===== config.mk =====
export PLATFORM = sky130hd
export DESIGN_NAME = crc32_frame_ctrl
export DESIGN_NICKNAME = d
export VERILOG_FILES = /design/src/rtl/crc32_pkg.sv /design/src/rtl/crc32_fold4.sv /design/src/rtl/crc32_frame_ctrl.sv
export SDC_FILE = /design/constraint.sdc
export NUM_CORES = 1
export LEC_CHECK = 0
export ABC_AREA = 0
export BUFFER_PORTS_ARGS = -buffer_cell sky130_fd_sc_hd__buf_2
export CELL_PAD_IN_SITES_DETAIL_PLACEMENT = 0
export CELL_PAD_IN_SITES_GLOBAL_PLACEMENT = 1
export CORE_UTILIZATION = 43
export CTS_CLUSTER_DIAMETER = 50
export CTS_CLUSTER_SIZE = 20
export DETAILED_ROUTE_END_ITERATION = 8
export GPL_TIMING_DRIVEN = 0
export PLACE_DENSITY = 0.82
export SETUP_SLACK_MARGIN = 0.3
export SYNTH_ARGS = -nofsm -noshare
export SYNTH_HDL_FRONTEND = slang
export SYNTH_HIERARCHICAL = 1
export SYNTH_SLANG_ARGS = --single-unit

===== constraint.sdc =====
create_clock -name clk -period 5.87 [get_ports clk]
set_clock_uncertainty 0.2 [all_clocks]
set_input_delay 1.174 -clock clk [delete_from_list [all_inputs] [get_ports clk]]
set_output_delay 1.174 -clock clk [all_outputs]
set_load 0.03 [all_outputs]

===== src/rtl/crc32_pkg.sv =====
// Shared CRC-32 definitions: polynomial, default constants, FSM state type and the
// parallel 8-bit update step (MSB-first, data bit 7 enters first).
package crc32_pkg;

  localparam logic [31:0] POLY        = 32'h04C1_1DB7;
  localparam logic [31:0] CRC_INIT    = 32'hFFFF_FFFF;
  localparam logic [31:0] CRC_XOR_OUT = 32'hFFFF_FFFF;
  localparam logic [31:0] CRC_RESIDUE = 32'hC704_DD7B;

  typedef enum logic [1:0] {IDLE, RUN, DONE} crc_state_t;

  // One byte folded into the register, unrolled by synthesis into an XOR network.
  function automatic logic [31:0] crc32_d8(input logic [7:0] d, input logic [31:0] c);
    logic [31:0] r;
    r = c;
    for (int i = 7; i >= 0; i--) begin
      r = {r[30:0], 1'b0} ^ ((r[31] ^ d[i]) ? POLY : 32'h0);
    end
    return r;
  endfunction

endpackage


===== src/rtl/crc32_fold4.sv =====
// Combinational four-byte CRC chain; exposes every intermediate step so the
// parent can pick the result for a partial last word.
module crc32_fold4
  import crc32_pkg::*;
(
  input  logic [31:0] crc_in,
  input  logic [31:0] data,
  output logic [31:0] crc1,
  output logic [31:0] crc2,
  output logic [31:0] crc3,
  output logic [31:0] crc4
);

  assign crc1 = crc32_d8(data[31:24], crc_in);
  assign crc2 = crc32_d8(data[23:16], crc1);
  assign crc3 = crc32_d8(data[15:8],  crc2);
  assign crc4 = crc32_d8(data[7:0],   crc3);

endmodule


===== src/rtl/crc32_frame_ctrl.sv =====
// Frame sequencer for the CRC-32 byte engine: seeds, folds up to four bytes per
// beat, counts bytes and holds the final CRC / residue flag for a result handshake.
module crc32_frame_ctrl
  import crc32_pkg::*;
#(
  parameter int unsigned LEN_W   = 16,
  parameter logic [31:0] INIT    = CRC_INIT,
  parameter logic [31:0] XOR_OUT = CRC_XOR_OUT,
  parameter logic [31:0] RESIDUE = CRC_RESIDUE
) (
  input  logic             clk,
  input  logic             rst,
  input  logic             s_valid,
  output logic             s_ready,
  input  logic [31:0]      s_data,
  input  logic             s_last,
  input  logic [1:0]       s_nbytes,
  input  logic             abort,
  output logic             res_valid,
  input  logic             res_ready,
  output logic [31:0]      crc_out,
  output logic             crc_ok,
  output logic [LEN_W-1:0] frame_len
);

  localparam int unsigned SUM_W = LEN_W + 1;

  crc_state_t       r_state;
  logic [31:0]      r_crc;
  logic [LEN_W-1:0] r_len;
  logic             r_s_ready;
  logic             r_res_valid;
  logic [31:0]      r_crc_out;
  logic             r_crc_ok;
  logic [LEN_W-1:0] r_frame_len;

  logic [31:0]      w_crc1, w_crc2, w_crc3, w_crc4;
  logic [31:0]      w_crc_sel;
  logic [2:0]       w_n;
  logic [SUM_W-1:0] w_len_sum;
  logic [LEN_W-1:0] w_len_next;
  logic             w_accept;

  crc32_fold4 u_fold (
    .crc_in (r_crc),
    .data   (s_data),
    .crc1   (w_crc1),
    .crc2   (w_crc2),
    .crc3   (w_crc3),
    .crc4   (w_crc4)
  );

  // Byte count of this beat: full word unless a last beat names 1..3 bytes.
  assign w_n = (s_last && (s_nbytes != 2'd0)) ? {1'b0, s_nbytes} : 3'd4;

  always_comb begin
    w_crc_sel = w_crc4;
    case (w_n)
      3'd1:    w_crc_sel = w_crc1;
      3'd2:    w_crc_sel = w_crc2;
      3'd3:    w_crc_sel = w_crc3;
      default: w_crc_sel = w_crc4;
    endcase
  end

  assign w_len_sum  = {1'b0, r_len} + SUM_W'(w_n);
  assign w_len_next = w_len_sum[LEN_W] ? {LEN_W{1'b1}} : w_len_sum[LEN_W-1:0];
  assign w_accept   = s_valid && r_s_ready;

  always_ff @(posedge clk) begin
    if (rst) begin
      r_state     <= IDLE;
      r_crc       <= INIT;
      r_len       <= '0;
      r_s_ready   <= 1'b0;
      r_res_valid <= 1'b0;
      r_crc_out   <= '0;
      r_crc_ok    <= 1'b0;
      r_frame_len <= '0;
    end else if (abort) begin
      r_state     <= IDLE;
      r_crc       <= INIT;
      r_len       <= '0;
      r_s_ready   <= 1'b1;
      r_res_valid <= 1'b0;
    end else begin
      case (r_state)
        IDLE, RUN: begin
          r_s_ready <= 1'b1;
          if (w_accept) begin
            r_crc <= w_crc_sel;
            r_len <= w_len_next;
            if (s_last) begin
              r_state     <= DONE;
              r_s_ready   <= 1'b0;
              r_res_valid <= 1'b1;
              r_crc_out   <= w_crc_sel ^ XOR_OUT;
              r_crc_ok    <= (w_crc_sel == RESIDUE);
              r_frame_len <= w_len_next;
            end else begin
              r_state <= RUN;
            end
          end
        end
        DONE: begin
          // Input stays closed through the handshake cycle; reopen on the next one.
          if (res_ready) begin
            r_state     <= IDLE;
            r_crc       <= INIT;
            r_len       <= '0;
            r_s_ready   <= 1'b1;
            r_res_valid <= 1'b0;
          end
        end
        default: begin
          r_state   <= IDLE;
          r_crc     <= INIT;
          r_len     <= '0;
          r_s_ready <= 1'b1;
        end
      endcase
    end
  end

  assign s_ready   = r_s_ready;
  assign res_valid = r_res_valid;
  assign crc_out   = r_crc_out;
  assign crc_ok    = r_crc_ok;
  assign frame_len = r_frame_len;

endmodule

==> results of run 1 <==
==> worst min-delay path: stages, from the launching register on <==
cell and delay [ns]:
dfxtp_1 0.31, nand2_1 0.05, a21oi_1 0.05
==> state kept, by name, summed over array words and instances, names as in the netlist <==
signal / count
crc_ok: 1
res_valid: 1
r_len: 16
r_state: 2
r_crc: 32
s_ready: 1
frame_len: 16
crc_out: 32
==> worst max path at each step <==
stage | startpoint | end | slack (ns) | cells after the start
after floorplan | s_data[26] | crc_ok$_SDFFE_PP0P_ | 0.06 | 15
after global placement | s_data[24] | crc_ok$_SDFFE_PP0P_ | -1.20 | 16
after detailed placement | s_data[24] | crc_ok$_SDFFE_PP0P_ | -1.28 | 16
after CTS | s_data[25] | crc_ok$_SDFFE_PP0P_ | 0.28 | 18
after global routing | s_data[28] | crc_ok$_SDFFE_PP0P_ | 0.09 | 18
final | s_data[25] | crc_ok$_SDFFE_PP0P_ | 0.18 | 17
==> through the flow <==
step                      utilization [%]  instances
after global routing                 58.4       1461
final                                58.4       1461
after floorplan                         -        961
after CTS                            56.2       1431
after detailed placement             48.6       1325
after global placement               48.6       1325
==> layout make-up <==
type                            instances  area, um2  area share (%)
Multi-Input combinational cell        786       7740            63.2
Sequential cell                       101       2020            16.5
Timing Repair Buffer                  209       1530            12.5
Tap cell                              275        344            2.81
Buffer                                 54        248            2.02
Clock buffer                           10        229            1.87
Inverter                               20       75.1           0.613
Clock inverter                          6       51.3           0.419
==> layer usage <==
metal	vias up	GRT usage, %
met5	-	0
met4	0	13.6
met3	90	4.63
met2	508	47.9
met1	4054	43.5
li1	3812	-
==> repair_timing <==
| action | in CTS | in global routing |
|---|---|---|
| pin swaps | 60 | 32 |
| setup endpoints to repair | 37 | 4 |
| setup buffers | 90 | 30 |
| resized for setup | 68 | 39 |
==> logic make-up (layout without fill, tap and decap cells) <==
kind of cell / Yosys count / after routing
multiplexers: 35 / 35
flip-flops: 101 / 101
adder cells (fa/ha/maj): 3 / 3
AO/OA/AOI/OAI: 201 / 201
AND/OR/NAND/NOR: 223 / 223
buffers and inverters: 74 / 299
XOR/XNOR: 324 / 324
==> Yosys cell counts, types with 15 or more instances <==
cell type / instances / area share, %
a211oi_1: 41 / 3.4
a21oi_1: 37 / 2.0
clkbuf_1: 38 / 1.6
dfxtp_1: 101 / 22
inv_1: 20 / 0.82
mux2_2: 15 / 1.8
mux2i_1: 20 / 2.2
nand2_1: 61 / 2.5
nor2_1: 88 / 3.6
nor3_1: 17 / 0.93
o21ai_0: 15 / 0.82
o22ai_1: 37 / 2.5
xnor2_1: 182 / 17
xnor3_1: 35 / 8.6
xor2_1: 58 / 5.5
==> flow_metrics.py, run 1 <==
metrics = {
    "sta": {
        "tightest_slew_ns": 0.962,
        "relSlewSlack_pct": 35.4,
        "period_needed_ns": 5.69,
        "tns_ns": 0,
        "rsz0062_at_grt": "true",
        "report.final.slew_viol_count": 0,
        "max_clock_freq_ghz": 0.176,
        "timing.final.crit_share_pct": 96.9,
        "worst_slack_ns": 0.184,
        "finalSetupViolations": 0,
        "final-hold-violation-count": 0,
        "timing.hold.ws_ns": 0.260,
    },
    "hold_path": {
        "min_path_cells": 2,
        "hold_start": "frame_len[14]$_SDFFE_PP0P_",
        "hold_end": "frame_len[14]$_SDFFE_PP0P_",
        "holdCritPathClass": "register to register",
    },
    "logic_synthesis": {
        "async_reset_ff_share_pct": 0,
        "syn-cell-area_um2": 9190,
        "ys_seq_elements": 101,
        "yosysSeqAreaShare_pct": 22.0,
        "synth_top_family_by_area": "XOR/XNOR gates",
        "synthMuxAreaShare_pct": 4.02,
        "synth_edf_count": 0,
        "synth_ff_type": "dfxtp_1",
        "synth_simple_gate_area_share_pct": 11.4,
        "syn_nets": 1004,
        "synthXorXnorAreaFrac_pct": 43.4,
        "yosys.area_share.adder_pct": 0.490,
        "synth.distinct_cells": 71,
        "syn_avg_cell_area_um2": 9.56,
        "synthCells": 961,
        "synth_compound_area_share_pct": 15.1,
        "yosysWarningCount": 6,
    },
    "global_routing": {
        "antenna_found_initial": 0,
        "track_usage_pct": 31.2,
        "grt.overflow.total": 0,
        "grt_pass1_wl_mm": 50.3,
        "grt_pass1_vias": 8146,
        "grt_max_degree": 19,
    },
    "worst_setup_path": {
        "cp-start-kind": "input port",
        "path_buf_inv": 4,
        "crit_fanout": 5,
        "r2r-start": "r_crc[27]$_SDFFE_PP1P_",
        "max_stage_delay_ns": 0.59,
        "rr_endpoint": "crc_ok$_SDFFE_PP0P_",
        "crit_type": "input port to register",
        "crit_path_end_kind": "register",
        "crit_family": "XOR/XNOR gates",
        "rrSetupSlack_ns": 0.48,
        "slowest_stage": "xnor2_1",
        "crit_required_ns": 5.94,
        "r2r_cells": 18,
        "critical_path_arrival_ns": 5.76,
        "crit_chain": "buf_2 > xnor2_4 > buf_4 > xnor3_2 > xor2_4 > buf_4 > xnor3_2 > buf_4 > xnor2_1 > xnor2_1 > xnor2_1 > xnor3_1 > nor3_1 > a21oi_1 > nor4_2 > nand4_1 > o21ai_1",
    },
    "drt": {
        "drtIter0Drc": 837,
        "wl_met1_mm": 14.4,
        "wire_per_inst_um": 23.5,
        "dr_wl_met2_mm": 15.2,
        "drc": 0,
        "dr_wl_met3_mm": 3.25,
        "antenna_left": 0,
        "vias": 8464,
        "wirelength_mm": 34.4,
        "viasPerCell": 5.79,
        "drt_first_pass_iters": 5,
        "top_layer_used": "met4",
    },
    "layout": {
        "final_cell_mix": "xnor2_1, buf_4, dfxtp_1, buf_2, nor2_1",
        "final_area_um2": 12200,
        "final_common_cell": "xnor2_1",
        "drive_above_1_share_pct": 32.4,
        "n_antenna_cell": 0,
        "area_delta_synth_final_pct": 33.3,
        "fillers": 1777,
        "final_nets": 1224,
    },
    "floorplan": {
        "die_w_um": 148,
        "die_h_um": 148,
        "start_util_pct": 43.8,
        "core-area_um2": 21000,
        "ios": 91,
        "die_area_um2": 22000,
        "num_rows": 53,
    },
    "placement": {
        "placed_cell_area_um2": 10200,
        "portBuffers": 89,
        "pre_cts_ws_ns": -1.28,
        "gp_congestion": 1.00,
        "dp_hpwl_mm": 26.0,
    },
    "clock_tree": {
        "ctsHoldBuffers": 0,
        "max-clock-path-buffers": 2,
        "path_clk_slew_ns": 0.08,
        "numCtsBuffers": 9,
        "cts_root_buffer": "clkbuf_16",
        "cts.sinks": 101,
        "htreeDepth": 3,
        "cts_tree": "yes",
        "insertion_delay_ns": 0.35,
    },
    "run_status": {
        "status": "completed",
    },
    "run": {
        "cap_viol_max_count": 0,
    },
}
Power of run 1 is left out: the tool's default activity adds up to more than one toggle a clock period on the data nets, which glitch-free logic cannot reach.
==> run 2: changes to the inputs <==
--- a/config.mk
+++ b/config.mk
@@ -14,6 +14,7 @@
 export CTS_CLUSTER_SIZE = 20
 export DETAILED_ROUTE_END_ITERATION = 8
 export GPL_TIMING_DRIVEN = 0
+export MAX_ROUTING_LAYER = met4
 export PLACE_DENSITY = 0.82
 export SETUP_SLACK_MARGIN = 0.3
 export SYNTH_ARGS = -nofsm -noshare
==> flow_metrics.py, run 2 (synthesis gave the netlist of run 1 again) <==
metrics = {
    "sta": {
        "report.final.slew_viol_count": 0,
        "rsz0062_at_grt": "true",
        "max_clock_freq_ghz": 0.174,
        "timing.final.crit_share_pct": 97.7,
        "tns_ns": 0,
        "period_needed_ns": 5.74,
        "tightest_slew_ns": 0.958,
        "relSlewSlack_pct": 35.7,
        "final-hold-violation-count": 0,
        "finalSetupViolations": 0,
    },
    "worst_setup_path": {
        "rr_endpoint": "crc_ok$_SDFFE_PP0P_",
        "crit_family": "XOR/XNOR gates",
        "crit_path_end_kind": "register",
        "crit_required_ns": 5.96,
        "rrSetupSlack_ns": 0.41,
        "slowest_stage": "a311oi_1",
        "r2r-start": "r_crc[27]$_SDFFE_PP1P_",
        "max_stage_delay_ns": 0.73,
        "critical_path_arrival_ns": 5.82,
        "cp-start-kind": "input port",
        "r2r_cells": 17,
        "crit_type": "input port to register",
        "crit_fanout": 4,
        "crit_chain": "clkbuf_4 > xnor3_1 > xnor3_2 > buf_4 > xnor2_4 > buf_6 > xnor3_2 > xnor3_2 > xor3_2 > xnor2_4 > buf_4 > xnor2_4 > xor2_1 > nor2_1 > a311oi_1 > and4b_1 > nand4_1 > o21ai_1",
        "path_buf_inv": 4,
    },
    "layout": {
        "drive_above_1_share_pct": 31.1,
        "multiInputGateArea_um2": 7710,
        "fillers": 1806,
        "regArea_um2": 2020,
        "final_nets": 1207,
        "area_delta_synth_final_pct": 30.9,
        "final_common_cell": "xnor2_1",
        "final_cell_mix": "xnor2_1, dfxtp_1, buf_4, buf_2, nor2_1",
    },
    "drt": {
        "wirelength_mm": 34.2,
        "vias": 8265,
        "antenna_left": 0,
        "wire_per_inst_um": 23.6,
        "drtIter0Drc": 766,
        "viasPerCell": 5.72,
        "drc": 0,
        "drt_first_pass_iters": 5,
    },
    "placement": {
        "dp_hpwl_mm": 25.8,
        "gp_congestion": 1.06,
        "portBuffers": 89,
    },
    "hold_path": {
        "hold_end": "frame_len[15]$_SDFFE_PP0P_",
        "hold_start": "frame_len[15]$_SDFFE_PP0P_",
        "holdCritPathClass": "register to register",
        "min_path_cells": 2,
    },
    "clock_tree": {
        "path_clk_slew_ns": 0.08,
        "htreeDepth": 3,
        "numCtsBuffers": 9,
        "insertion_delay_ns": 0.36,
        "max-clock-path-buffers": 2,
        "cts_tree": "yes",
        "cts.sinks": 101,
        "cts_root_buffer": "clkbuf_16",
    },
    "global_routing": {
        "use_met2_pct": 48.4,
        "antenna_found_initial": 0,
        "grt.overflow.total": 0,
        "grt_pass1_vias": 7956,
        "globalRoute.busiestLayer": "met2",
        "grt_max_degree": 19,
        "grt_pass1_wl_mm": 50.3,
        "use_met1_pct": 43.7,
        "track_usage_pct": 32.3,
        "grtUsageMet3_pct": 5.37,
    },
    "floorplan": {
        "start_util_pct": 43.8,
        "die_w_um": 148,
        "num_rows": 53,
        "die_area_um2": 22000,
        "die_h_um": 148,
        "core-area_um2": 21000,
        "ios": 91,
    },
    "run": {
        "cap_viol_max_count": 0,
    },
    "run_status": {
        "status": "completed",
    },
}
==> run 2: changes by cell type in the layout (fill, tap and decap cells not counted), sizes merged <==
cell	change
clkbuf	+1
clkinvlp	+1
buf	-18
clkinv	-1
diode	+1
==> run 2: what timing repair did <==
item,CTS,global route
resized for setup,55,36
pin swaps,43,42
buffers inserted,67,36
hold buffers,0,0
endpoints found under the setup margin,31,12
==> run 2: final cells by class <==
type	instances	area share (%)
antenna	1	0.0208
buffer	54	2.06
clock buffer	10	1.99
clock inverter	6	0.437
inverter	20	0.624
multi-input combinational	786	64.1
sequential	101	16.8
tap	275	2.86
timing repair buffer	192	11.1
==> run 2: worst min-delay path: stages, from the launching register on <==
cell and delay (ns):
dfxtp_1 0.33, nand2_1 0.05, o41ai_1 0.05
==> run 2: worst max path at each step <==
stage / startpoint / endpoint / depth (start not counted)
detailed placement: s_data[24] / crc_ok$_SDFFE_PP0P_ / 16
CTS: s_data[31] / crc_ok$_SDFFE_PP0P_ / 19
global route: s_data[29] / crc_ok$_SDFFE_PP0P_ / 18
global placement: s_data[24] / crc_ok$_SDFFE_PP0P_ / 16
finish: s_data[27] / crc_ok$_SDFFE_PP0P_ / 18
floorplan: s_data[26] / crc_ok$_SDFFE_PP0P_ / 15
==> run 2: through the flow <==
step           instances  hold WS (ns)  area, um2  setup slack, ns  util, %
6_report            1445         0.254      12000            0.135     57.4
4_1_cts             1408         0.256      11500            0.178     54.9
5_1_grt             1444         0.275      12000         -0.00275     57.4
3_5_place_dp        1325         0.238      10200            -1.20     48.6
2_1_floorplan        961         0.262       9400           0.0605        -
3_3_place_gp        1325         0.234      10200            -1.20     48.6
==> run 2: routing by layer <==
| layer | routed length (um) | share of wire (%) |
|---|---|---|
| met5 | 0 | 0 |
| met4 | 1370 | 4.0 |
| met3 | 2940 | 8.6 |
| met2 | 15200 | 45 |
| met1 | 14600 | 43 |
Power of run 2 is left out for the same reason.
==> run 3: changes to the inputs <==
==> constraint.sdc (replaced) <==
create_clock -name clk -period 5.1 [get_ports clk]
set_clock_uncertainty 0.2 [all_clocks]
set_input_delay 1.02 -clock clk [delete_from_list [all_inputs] [get_ports clk]]
set_output_delay 1.02 -clock clk [all_outputs]
set_load 0.03 [all_outputs]
==> flow_metrics.py, run 3 (synthesis gave the netlist of run 1 again) <==
metrics = {
    "clock_tree": {
        "cts.sinks": 101,
        "numCtsBuffers": 9,
        "htreeDepth": 3,
        "max-clock-path-buffers": 2,
        "cts_tree": "yes",
        "insertion_delay_ns": 0.35,
        "ctsHoldBuffers": 0,
        "path_clk_slew_ns": 0.08,
        "cts_root_buffer": "clkbuf_16",
    },
    "worst_setup_path": {
        "critical_path_arrival_ns": 5.50,
        "r2r-start": "r_crc[27]$_SDFFE_PP1P_",
        "r2r_cells": 16,
        "path_buf_inv": 2,
        "crit_type": "input port to register",
        "crit_family": "XOR/XNOR gates",
        "cp-startpoint": "s_data[27]",
        "rrSetupSlack_ns": -0.24,
        "cp-start-kind": "input port",
        "crit_path_end_kind": "register",
        "crit_cells": 17,
        "crit_path_end": "crc_ok$_SDFFE_PP0P_",
        "crit_required_ns": 5.18,
        "crit_fanout": 4,
        "crit_chain": "buf_8 > buf_4 > xnor3_1 > xnor3_1 > xnor3_2 > xnor3_2 > xnor3_2 > xor3_2 > xnor2_4 > xnor3_2 > xnor2_2 > or3b_4 > o221ai_4 > a21oi_2 > nor4_2 > nand4_1 > o21ai_1",
        "rr_endpoint": "crc_ok$_SDFFE_PP0P_",
        "slowest_stage": "xnor3_2",
        "max_stage_delay_ns": 0.51,
        "path_common_cell": "xnor3_2",
    },
    "floorplan": {
        "die_h_um": 148,
        "num_rows": 53,
        "core-area_um2": 21000,
        "start_util_pct": 43.8,
        "ios": 91,
        "die_area_um2": 22000,
        "die_w_um": 148,
    },
    "drt": {
        "drt_first_pass_iters": 7,
        "dr_wl_met3_mm": 3.06,
        "drc": 2,
        "drtIter0Drc": 808,
        "antenna_left": 0,
        "dr_wl_met2_mm": 16.7,
        "wirelength_mm": 36.2,
        "vias": 8438,
        "wire_per_inst_um": 24.6,
        "viasPerCell": 5.74,
        "top_layer_used": "met4",
        "wl_met1_mm": 15.2,
    },
    "layout": {
        "regArea_um2": 2020,
        "area_delta_synth_final_pct": 40.9,
        "final_cells": 1469,
        "final_common_cell": "xnor2_1",
        "multiInputGateArea_um2": 8230,
        "final_cell_mix": "xnor2_1, dfxtp_1, buf_4, buf_2, nor2_1",
        "n_antenna_cell": 0,
        "drive_above_1_share_pct": 38.1,
        "final_nets": 1232,
        "fillers": 1733,
    },
    "sta": {
        "tightest_slew_ns": 0.976,
        "report.final.slew_viol_count": 0,
        "max_clock_freq_ghz": 0.184,
        "final-hold-violation-count": 0,
        "timing.hold.ws_ns": 0.257,
        "period_needed_ns": 5.43,
        "worst_slack_ns": -0.328,
        "timing.final.crit_share_pct": 106,
        "finalSetupViolations": 5,
        "relSlewSlack_pct": 34.5,
        "rsz0062_at_grt": "true",
    },
    "placement": {
        "gp_congestion": 1.03,
        "place_inst": 1325,
        "dp_hpwl_mm": 26.9,
        "portBuffers": 89,
        "pre_cts_ws_ns": -1.66,
    },
    "run_status": {
        "status": "finished with violations",
        "violations": "design-rule violations, negative setup slack",
    },
    "global_routing": {
        "grt_pass1_vias": 8059,
        "grt.overflow.total": 0,
        "track_usage_pct": 33.8,
        "antenna_found_initial": 0,
        "grt_pass1_wl_mm": 52.2,
        "grt_max_degree": 21,
    },
    "hold_path": {
        "hold_start": "frame_len[15]$_SDFFE_PP0P_",
        "holdCritPathClass": "register to register",
    },
    "run": {
        "cap_viol_max_count": 0,
    },
}
==> run 3: cell types whose count changed in the layout (fill, tap and decap cells not counted), sizes merged <==
cell,change
clkbuf,-1
buf,+25
diode,-1
clkinv,+2
clkinvlp,+1
inv,-2
==> run 3: layout make-up <==
type | count | area share, %
Clock buffer | 9 | 1.74
Clock inverter | 7 | 0.609
Buffer | 54 | 1.91
Timing Repair Buffer | 217 | 13.3
Tap cell | 275 | 2.66
Inverter | 20 | 0.580
Multi-Input combinational cell | 786 | 63.6
Sequential cell | 101 | 15.6
==> run 3: routing by layer <==
layer / track usage [%] / vias up
met5: - / -
met4: 12.7 / 0
met3: 6.56 / 75
met2: 51.4 / 422
met1: 44.3 / 4117
li1: - / 3824
==> run 3: worst min path at each step <==
stage                                 end  cells after the start  slack, ns
6_report       frame_len[15]$_SDFFE_PP0P_                      2       0.26
5_1_grt        frame_len[14]$_SDFFE_PP0P_                      2       0.29
4_1_cts        frame_len[15]$_SDFFE_PP0P_                      2       0.26
3_5_place_dp   frame_len[15]$_SDFFE_PP0P_                      2       0.24
3_3_place_gp   frame_len[15]$_SDFFE_PP0P_                      2       0.23
2_1_floorplan       r_len[2]$_SDFFE_PP0P_                      2       0.26
==> run 3: tightest hold or removal path, stage by stage (launching register included) <==
cell and delay [ns]:
dfxtp_1 0.33, nand2_1 0.05, o41ai_1 0.05
==> run 3: through the flow <==
step / util, % / instance area [um2] / setup TNS, ns
finish: 61.8 / 12900 / -0.969
CTS: 58.4 / 12200 / -0.569
floorplan: - / 9490 / -1.53
detailed placement: 49.1 / 10300 / -38.73
global route: 61.8 / 12900 / -1.46
global placement: 49.1 / 10300 / -40.11
==> run 3: what timing repair did <==
item,CTS,global route
endpoints found under the setup margin,63,57
buffers inserted,99,29
resized for setup,112,83
pin swaps,72,14
Power of run 3 is left out for the same reason.
